## src/rtl/tmds_pkg.sv

```systemverilog
// Shared TMDS constants: control/guard code words, HDMI sequencing states and helpers.
package tmds_pkg;

  localparam int DISP_W = 5;

  localparam logic [9:0] CTL_TOK_00 = 10'h354;
  localparam logic [9:0] CTL_TOK_01 = 10'h0AB;
  localparam logic [9:0] CTL_TOK_10 = 10'h154;
  localparam logic [9:0] CTL_TOK_11 = 10'h2AB;

  localparam logic [9:0] GB_CH1   = 10'h133;
  localparam logic [9:0] GB_OTHER = 10'h2CC;

  typedef enum logic [1:0] {ST_CTRL, ST_PRE, ST_GUARD, ST_VIDEO} hdmi_st_e;

  function automatic logic [3:0] popcnt8(input logic [7:0] v);
    logic [3:0] n;
    n = '0;
    for (int i = 0; i < 8; i++) n = n + {3'b000, v[i]};
    return n;
  endfunction

  function automatic logic [9:0] ctl_token(input logic [1:0] c);
    logic [9:0] t;
    case (c)
      2'b00:   t = CTL_TOK_00;
      2'b01:   t = CTL_TOK_01;
      2'b10:   t = CTL_TOK_10;
      default: t = CTL_TOK_11;
    endcase
    return t;
  endfunction

endpackage

```

## src/rtl/tmds_ch_encoder.sv

```systemverilog
// One TMDS channel: 8b/10b video with running disparity, 2b/10b control tokens,
// and a guard-band override word. Output is registered.
module tmds_ch_encoder
  import tmds_pkg::*;
#(
  parameter logic [9:0] GB_WORD = GB_OTHER
) (
  input  logic       clk,
  input  logic       rstn,
  input  logic       de,
  input  logic       guard,
  input  logic [1:0] ctl,
  input  logic [7:0] din,
  output logic [9:0] dout
);

  logic [DISP_W-1:0] cnt_d, cnt_q, diff, two_qm8, two_nqm8;
  logic [9:0]        dout_d, dout_q;
  logic [8:0]        q_m;
  logic [3:0]        n1d, n1q;
  logic              use_xnor, acc, cnt_zero, cnt_neg, cnt_pos;

  always_comb begin
    n1d      = popcnt8(din);
    use_xnor = (n1d > 4'd4) || ((n1d == 4'd4) && !din[0]);
    acc      = din[0];
    q_m[0]   = din[0];
    for (int i = 1; i < 8; i++) begin
      acc    = use_xnor ? ~(acc ^ din[i]) : (acc ^ din[i]);
      q_m[i] = acc;
    end
    q_m[8] = ~use_xnor;

    // diff = ones(q_m) - zeros(q_m); all disparity math is modulo 2^DISP_W
    n1q      = popcnt8(q_m[7:0]);
    diff     = DISP_W'({n1q, 1'b0}) - DISP_W'(8);
    two_qm8  = DISP_W'({q_m[8], 1'b0});
    two_nqm8 = DISP_W'({~q_m[8], 1'b0});
    cnt_zero = (cnt_q == '0);
    cnt_neg  = cnt_q[DISP_W-1];
    cnt_pos  = !cnt_neg && !cnt_zero;

    dout_d = ctl_token(ctl);
    cnt_d  = '0;
    if (guard) begin
      dout_d = GB_WORD;
    end else if (de) begin
      if (cnt_zero || (n1q == 4'd4)) begin
        dout_d = {~q_m[8], q_m[8], q_m[8] ? q_m[7:0] : ~q_m[7:0]};
        cnt_d  = q_m[8] ? (cnt_q + diff) : (cnt_q - diff);
      end else if ((cnt_pos && (n1q > 4'd4)) || (cnt_neg && (n1q < 4'd4))) begin
        dout_d = {1'b1, q_m[8], ~q_m[7:0]};
        cnt_d  = cnt_q + two_qm8 - diff;
      end else begin
        dout_d = {1'b0, q_m[8], q_m[7:0]};
        cnt_d  = cnt_q - two_nqm8 + diff;
      end
    end
  end

  always_ff @(posedge clk or negedge rstn) begin
    if (!rstn) begin
      dout_q <= '0;
      cnt_q  <= '0;
    end else begin
      dout_q <= dout_d;
      cnt_q  <= cnt_d;
    end
  end

  assign dout = dout_q;

endmodule

```

## src/rtl/tmds_multi_encoder.sv

```systemverilog
// N-channel TMDS encoder (ch0 carries hs/vs). Define TMDS_HDMI_GUARD_EN to add the
// HDMI video preamble + leading guard band via a delay line and sequencing FSM.
module tmds_multi_encoder
  import tmds_pkg::*;
#(
  parameter int NUM_CH  = 3,
  parameter int PRE_LEN = 8,
  parameter int GB_LEN  = 2
) (
  input  logic                    clk,
  input  logic                    rstn,
  input  logic                    i_de,
  input  logic                    i_hs,
  input  logic                    i_vs,
  input  logic [2*(NUM_CH-1)-1:0] i_ctl,
  input  logic [8*NUM_CH-1:0]     i_din,
  output logic [10*NUM_CH-1:0]    o_dout,
  output logic                    o_de,
  output logic                    o_seq_err
);

  localparam int CTL_W = 2*(NUM_CH-1);
  localparam int PIX_W = 3 + CTL_W + 8*NUM_CH;

  logic [PIX_W-1:0]          pix_d, pix_q, tail;
  logic                      t_de, t_hs, t_vs;
  logic [CTL_W-1:0]          t_ctl;
  logic [8*NUM_CH-1:0]       t_din;
  logic [NUM_CH-1:0]         ch_de;
  logic [NUM_CH-1:0][1:0]    ch_ctl;
  logic                      ch_guard;
  logic                      de_d, de_q;

  always_comb pix_d = {i_de, i_vs, i_hs, i_ctl, i_din};

  always_ff @(posedge clk or negedge rstn) begin
    if (!rstn) pix_q <= '0;
    else       pix_q <= pix_d;
  end

  assign {t_de, t_vs, t_hs, t_ctl, t_din} = tail;

`ifdef TMDS_HDMI_GUARD_EN
  localparam int L     = PRE_LEN + GB_LEN;
  localparam int CNT_W = $clog2(L) + 1;

  logic [L-1:0][PIX_W-1:0] dl_d, dl_q;
  hdmi_st_e                state_q;
  logic [CNT_W-1:0]        pcnt_q;
  logic                    seq_err_q, head_rise;

  always_comb begin
    dl_d[0] = pix_q;
    for (int i = 1; i < L; i++) dl_d[i] = dl_q[i-1];
  end

  always_ff @(posedge clk or negedge rstn) begin
    if (!rstn) dl_q <= '0;
    else       dl_q <= dl_d;
  end

  assign tail = dl_q[L-1];

  // Rise is seen one clock before the input register so PRE starts exactly L clocks
  // ahead of the first delayed video word.
  assign head_rise = i_de & ~pix_q[PIX_W-1];

  always_ff @(posedge clk or negedge rstn) begin
    if (!rstn) begin
      state_q   <= ST_CTRL;
      pcnt_q    <= '0;
      seq_err_q <= 1'b0;
    end else begin
      seq_err_q <= head_rise && (state_q != ST_CTRL);
      case (state_q)
        ST_CTRL: if (head_rise) begin
          state_q <= ST_PRE;
          pcnt_q  <= '0;
        end
        ST_PRE: if (pcnt_q == CNT_W'(PRE_LEN-1)) begin
          state_q <= ST_GUARD;
          pcnt_q  <= '0;
        end else pcnt_q <= pcnt_q + 1'b1;
        ST_GUARD: if (pcnt_q == CNT_W'(GB_LEN-1)) begin
          state_q <= ST_VIDEO;
          pcnt_q  <= '0;
        end else pcnt_q <= pcnt_q + 1'b1;
        ST_VIDEO: if (!t_de) state_q <= ST_CTRL;
        default:  state_q <= ST_CTRL;
      endcase
    end
  end

  assign o_seq_err = seq_err_q;
`else
  assign tail      = pix_q;
  assign o_seq_err = 1'b0;
`endif

  always_comb begin
    ch_de     = {NUM_CH{t_de}};
    ch_guard  = 1'b0;
    de_d      = t_de;
    ch_ctl[0] = {t_vs, t_hs};
    for (int k = 1; k < NUM_CH; k++) ch_ctl[k] = t_ctl[2*(k-1) +: 2];
`ifdef TMDS_HDMI_GUARD_EN
    if (state_q == ST_PRE) begin
      ch_de = '0;
      de_d  = 1'b0;
      for (int k = 1; k < NUM_CH; k++) ch_ctl[k] = (k == 1) ? 2'b01 : 2'b00;
    end
    if (state_q == ST_GUARD) begin
      ch_guard = 1'b1;
      de_d     = 1'b0;
    end
`endif
  end

  always_ff @(posedge clk or negedge rstn) begin
    if (!rstn) de_q <= 1'b0;
    else       de_q <= de_d;
  end

  assign o_de = de_q;

  generate
    for (genvar k = 0; k < NUM_CH; k++) begin : g_ch
      tmds_ch_encoder #(
        .GB_WORD ((k == 1) ? GB_CH1 : GB_OTHER)
      ) u_ch (
        .clk   (clk),
        .rstn  (rstn),
        .de    (ch_de[k]),
        .guard (ch_guard),
        .ctl   (ch_ctl[k]),
        .din   (t_din[8*k +: 8]),
        .dout  (o_dout[10*k +: 10])
      );
    end
  endgenerate

endmodule
```

## config.mk

```make
export PLATFORM = sky130hd
export DESIGN_NAME = tmds_multi_encoder
export DESIGN_NICKNAME = d
export VERILOG_FILES = /design/src/rtl/tmds_pkg.sv /design/src/rtl/tmds_ch_encoder.sv /design/src/rtl/tmds_multi_encoder.sv
export SDC_FILE = /design/constraint.sdc
export NUM_CORES = 1
export LEC_CHECK = 0
export ABC_AREA = 1
export CELL_PAD_IN_SITES_DETAIL_PLACEMENT = 0
export CELL_PAD_IN_SITES_GLOBAL_PLACEMENT = 1
export CORE_UTILIZATION = 45
export CTS_CLUSTER_SIZE = 12
export DETAILED_ROUTE_END_ITERATION = 8
export PLACE_DENSITY_LB_ADDON = 0.2
export RECOVER_POWER = 50
export SYNTH_ARGS = -nofsm -noshare
export SYNTH_HDL_FRONTEND = slang
export SYNTH_HIERARCHICAL = 1
export SYNTH_SLANG_ARGS = --single-unit
```

## constraint.sdc

```tcl
create_clock -name clk -period 8.4 [get_ports clk]
set_input_delay 1.68 -clock clk [delete_from_list [all_inputs] [get_ports clk]]
set_output_delay 1.68 -clock clk [all_outputs]
set_load 0.005 [all_outputs]
```

; Word-level counts from Yosys, hierarchy flattened
; Index checks and enable logic that the tools add are counted.
[totals]
input_bits = 33
out_inout_bits = 32
regBits = 77
word_cells = 224
[op_classes]
reduce_logical = 36
n_addsub = 63
n_mux = 48
eq_ne = 12
n_lt_le_gt_ge = 9
bitwise = 48
[op_table]
columns = operator, count
row1 = adder 4 x 1 -> 4 bit, 36
row2 = 2-to-1 mux 10 bit, 9
row3 = case mux 10 bit (3 select lines), 3
row4 = 2-to-1 mux 5 bit, 12
row5 = adder 5 bit, 6
row6 = subtractor 5 bit, 6
row7 = equality test 4 x 3 -> 1 bit (second input constant), 6
row8 = greater-than comparator 4 x 3 -> 1 bit (second input constant), 6
row9 = 2-to-1 mux 8 bit, 3
row10 = inverter 1 bit, 24
row11 = inverter 8 bit, 3
row12 = 2-to-1 mux 1 bit, 21
row13 = XOR 1 bit, 21
row14 = adder 5 x 2 -> 5 bit, 3
row15 = logical NOT 5 bit, 3
row16 = subtractor 5 x 2 -> 5 bit, 3
row17 = subtractor 5 x 4 -> 5 bit (second input constant), 3
row18 = adder 1 x 1 -> 2 bit, 6
row19 = logical AND 1 bit, 12
row20 = less-than comparator 4 x 3 -> 1 bit (second input constant), 3
row21 = logical NOT 1 bit, 9
row22 = logical OR 1 bit, 9
row23 = equality test 2 x 1 -> 1 bit (second input constant), 3
row24 = equality test 2 bit (second input constant), 3
row25 = logical NOT 2 bit, 3

; Longest topological paths before layout
[depth]
word_depth = 36
ltp_mapped = 40
ltp_nobuf = 40

; By module
; Netlist, hierarchy kept.
[by_module_without_submodules]
columns = mod, seq_area_each_um2, instances, cells_per_inst, area_per_inst_um2
row1 = tmds_ch_encoder (g_ch[0].u_ch), 350.3, 1, 262, 2045.7
row2 = tmds_ch_encoder (g_ch[1].u_ch), 350.3, 1, 258, 2039.5
row3 = tmds_ch_encoder (g_ch[2].u_ch), 350.3, 1, 258, 2038.2
row4 = tmds_multi_encoder, 800.8, 1, 34, 812.0

; Worst setup path before layout
; OpenSTA, ideal clock, no wires.
[synth_path]
kind = flip-flop to flip-flop
startpoint = reg pix_q[0]
endpoint = reg g_ch[0].u_ch.cnt_q[4]
path_buffers = 1
synth_period_minus_slack_ps = 7295
arrival_time_ps = 7169
t_required_ps = 8275
path_slack_ps = 1105
stages_incl_launch_ff = 32
setup_time_ps = 125
cell_sequence = dfrtp_1 -> inv_1 -> fa_1 -> fa_1 -> fa_1 -> inv_1 -> ha_1 -> fa_1 -> nor2_1 -> nand2_2 -> nand2_1 -> nand2_2 -> buf_6 -> xor2_1 -> fa_1 -> fa_1 -> fa_1 -> inv_1 -> ha_1 -> inv_1 -> fa_1 -> ha_1 -> inv_1 -> o21ai_0 -> inv_1 -> ha_1 -> nand2_1 -> o21ai_0 -> xor2_1 -> o21ai_0 -> a21oi_1 -> a2111oi_0
[synth_between]
elab_chain_len = 36
word_cells_on_any_way = 59
cone_classes = add/sub (21) / order compare (3) / eq/ne (2) / mux (11) / bitwise (15) / reduce/logical (7)
[synth_lines]
columns = element, line
row1 = start: declaration, tmds_multi_encoder.sv:25  ; logic [PIX_W-1:0] pix_d, pix_q, tail;
row2 = start signal: assignment, tmds_multi_encoder.sv:38  ; else pix_q <= pix_d;
row3 = branches (longest 34 deep; another with adder 4 x 1 -> 4 bit), n/a
row4 = 2-to-1 mux 5 bit *, tmds_ch_encoder.sv:48  ; if (cnt_zero || (n1q == 4'd4)) begin
row5 = 2-to-1 mux 5 bit *, tmds_ch_encoder.sv:47  ; end else if (de) begin
row6 = via g_ch[0].u_ch.cnt_d[4], tmds_ch_encoder.sv:17  ; logic [DISP_W-1:0] cnt_d, cnt_q, diff, two_qm8, two_nqm8;
row7 = end signal: assignment, tmds_ch_encoder.sv:67  ; cnt_q <= cnt_d;
row8 = end: declaration, tmds_ch_encoder.sv:17
; Mark *: on every way through the listed nets, which the timed path passes.

; Final worst setup path
; Ends and elaborated chain as after synthesis.

==> impl_metrics.csv <==
group,metric,value,unit
synth,synthFlopType,"dfrtp_1",
outcome,status,"finished with violations",
worst_setup_path,crit_arrival,8.01,ns
job,cap_viol_max_count,1,
die,die_w,126.1,um
detailed_routing,dr.pass1.iters,4,
detailed_routing,wire_per_inst,14.64,um
global_routing,antenna_found_initial,0,
sta,fin_worst_skew,0.006818,ns
sta,fin_tns_setup,0,ns
synth,ys_seq_area_share,26.70,%
worst_setup_path,crit_type,"register to register",
sta,hold_viol,0,
detailed_routing,ant_nets,0,
die,coreArea,0.01515,sq mm
synth,ys_warn_count,6,
worst_setup_path,cpMaxStageDelayCell,"fa_1",
worst_setup_path,critPathLaunchType,"register",
die,die_h,126.1,um
synth,syn_area,0.006935,sq mm
die,initial_core_util,45.79,%
cells_and_area,drive_gt1_share,13.78,%
cells_and_area,syn2layout_area_growth,17.36,%
cells_and_area,final_core_util,53.74,%
synth,syn_inst,812,
sta,fin_crit_sh,92.89,%
detailed_routing,drt_iter0_markers,225,
die,rows,45,
cells_and_area,nets,1042,
cells_and_area,diodes,0,
worst_setup_path,cp.required,8.61,ns
sta,period_needed,7.803,ns
clock_tree,clock-root-buffer,"clkbuf_16",
worst_setup_path,r2r_setup_slack,0.60,ns
outcome,violations,"capacitance limit, slew limit",
global_routing,grtUsageTotal,21.85,%
detailed_routing,wirelength,15.93,mm
global_routing,grt_pass1_vias,5819,
clock_tree,cts.sinks,74,
placement,dpl.hpwl,12.62,mm
min_path,hp-class,"register to register",
synth,synth_edf_count,0,
clock_tree,cts.clk_slew.worst_paths,0.06,ns
clock_tree,clockBufferDepth,2,
global_routing,grt_pass1_wl,27.47,mm
sta,worst_pin_slew,4.107,ns
detailed_routing,drc,0,
detailed_routing,num_vias,5440,
sta,setup_viol,0,
global_routing,grt_max_degree,75,
placement,gp_congestion,0.8356,
sta,timing.fmax,128.2,MHz
worst_setup_path,cp_max_fo,9,
worst_setup_path,crit_top_cell,"fa_1",
sta,maxSlewViolCount,75,
clock_tree,htree_num_levels,3,
die,die_area,0.01591,sq mm
worst_setup_path,cp_slowest_stage_delay,0.57,ns
detailed_routing,drt-vias-per-instance,5.000,
clock_tree,cts_tree,"done",
placement,portBuffers,63,
sta,slew_headroom,-173.8,%
synth,ys_async_sr_fraction,100.0,%
synth,synth_cell_types,43,
global_routing,gr-total-overflow,0,
synth,synth_seq_cells,74,
clock_tree,cts_buffers,9,
clock_tree,clock_latency,0.35,ns
sta,rsz0062_at_grt,"no",
synth,avgSynthCellArea,8.541,sq um
die,ios,65,
worst_setup_path,critPathCaptureType,"register",
## path summary, 6_finish.rpt
| check | start | end | cells past startpoint |
|---|---|---|---|
| max in group asynchronous | rstn | pix_q[6]$_DFF_PN0_ | 1 |
| setup reg to reg | pix_q[0]$_DFF_PN0_ | g_ch[0].u_ch/cnt_q[4]$_DFF_PN0_ | 35 |
| min in group asynchronous | rstn | pix_q[22]$_DFF_PN0_ | 1 |
| setup / recovery | pix_q[0]$_DFF_PN0_ | g_ch[0].u_ch/cnt_q[4]$_DFF_PN0_ | 35 |
| hold reg to reg | pix_q[8]$_DFF_PN0_ | g_ch[1].u_ch/dout[0]$_DFF_PN0_ | 3 |
| hold / removal | pix_q[8]$_DFF_PN0_ | g_ch[1].u_ch/dout[0]$_DFF_PN0_ | 3 |
## metrics by stage
stage / setup WS (ns) / instances / hold WS (ns) / area, sq um
after floorplan: 1.105 / 825 / 0.5289 / 6984
after global placement: 0.6762 / 1072 / 0.6748 / 7824
after detailed placement: 0.4731 / 1072 / 0.6716 / 7824
after CTS: 0.4630 / 1088 / 0.6794 / 8144
after global routing: 0.02842 / 1088 / 0.7643 / 8139
final: 0.5975 / 1088 / 0.7140 / 8139
## cell families after synthesis
family	after synthesis	share of synthesized area (%)
other	1	0.05407
AOI/OAI and AO/OA	119	10.82
xor gates and xnor gates	38	4.799
adders and majority gates	114	25.11
and+or+nand+nor	286	22.48
DFF	74	26.70
buffers and inverters	180	10.03
## critical path, delay by kind of cell (launching register included)
family | cells | cell delay [ns]
adder cells (fa/ha/maj) | 11 | 4.33
AO/OA/AOI/OAI | 6 | 1.37
AND/OR/NAND/NOR | 11 | 1.05
flip-flops | 1 | 0.40
XOR/XNOR | 1 | 0.11
buffers and inverters | 6 | 0.40
## layout by cell type (no fill, tap or decap), drive strengths merged, types with 2 or more instances in the layout
cell type and n:
o21ai 53, nor3b 3, o2111ai 3, dfrtp 74
nor2 33, xnor2 7, fa 42, inv 175
o211ai 10, xor2 31, clkinv 2, clkdlybuf4s50 31
o221ai 2, nand3 73, dlygate4sd3 31, o22ai 3
nor3 7, a211oi 5, conb 14, ha 72
bufinv 2, clkbuf 13, a21oi 40, or2 7
nand2 162
## synthesized netlist by cell type (3+ instances only)
cell         n  area share (%)
or2_2        3            0.27
nand3_4      3            0.76
a21oi_1     36             2.6
fa_1        42              12
o21ai_2      7            0.88
inv_2       11            0.60
nor2_2       3            0.27
a211oi_1     5            0.54
a21oi_4      3            0.70
ha_1        72              13
or2_1        3            0.27
nand3_1     48             3.5
nand2_1    115             6.2
o22ai_1      3            0.27
xor2_1      31             3.9
o21ai_0     39             2.8
inv_4        3            0.27
o2111ai_1    3            0.38
nand2_2     35             3.2
nor3b_1      3            0.32
o211ai_1    10             1.1
nor3_1       7            0.51
o21ai_1      5            0.36
inv_1      161             8.7
xnor2_1      7            0.88
dfrtp_1     74              27
nand2_4     12             1.9
nand3_2     22             3.2
nor2_1      29             1.6
## registers in the layout (all words and copies together), names as in the netlist
signal and cells:
g_ch.u_ch/dout 30, pix_q 31, o_de 1, g_ch.u_ch/cnt_q 12
## area by class of cell
class	count	area, sq um
timing repair buffer	64	628.1
multi-input combinational	571	4439
clock inverter	5	77.57
fill	1388	7007
sequential	74	1852
tap	188	235.2
clock buffer	11	242.7
inverter	175	664.4
## routing by layer
layer / vias up / track usage (%) / part of all wire (%)
met2: 85 / 37.89 / 50
li1: 2712 / - / -
met1: 2624 / 27.87 / 45
met5: - / 0 / 0
met3: 19 / 2.974 / 2.9
met4: 0 / 7.725 / 1.8
## timing repair
action / 4_1_cts / 5_1_grt
hold buffers: 0 / 0
gates resized for setup: 0 / 2
endpoints found under the setup margin: 0 / 1
setup buffers: 0 / 0
Power is left out: the tool's default activity adds up to more than one toggle a clock period on the data nets, which glitch-free logic cannot reach.
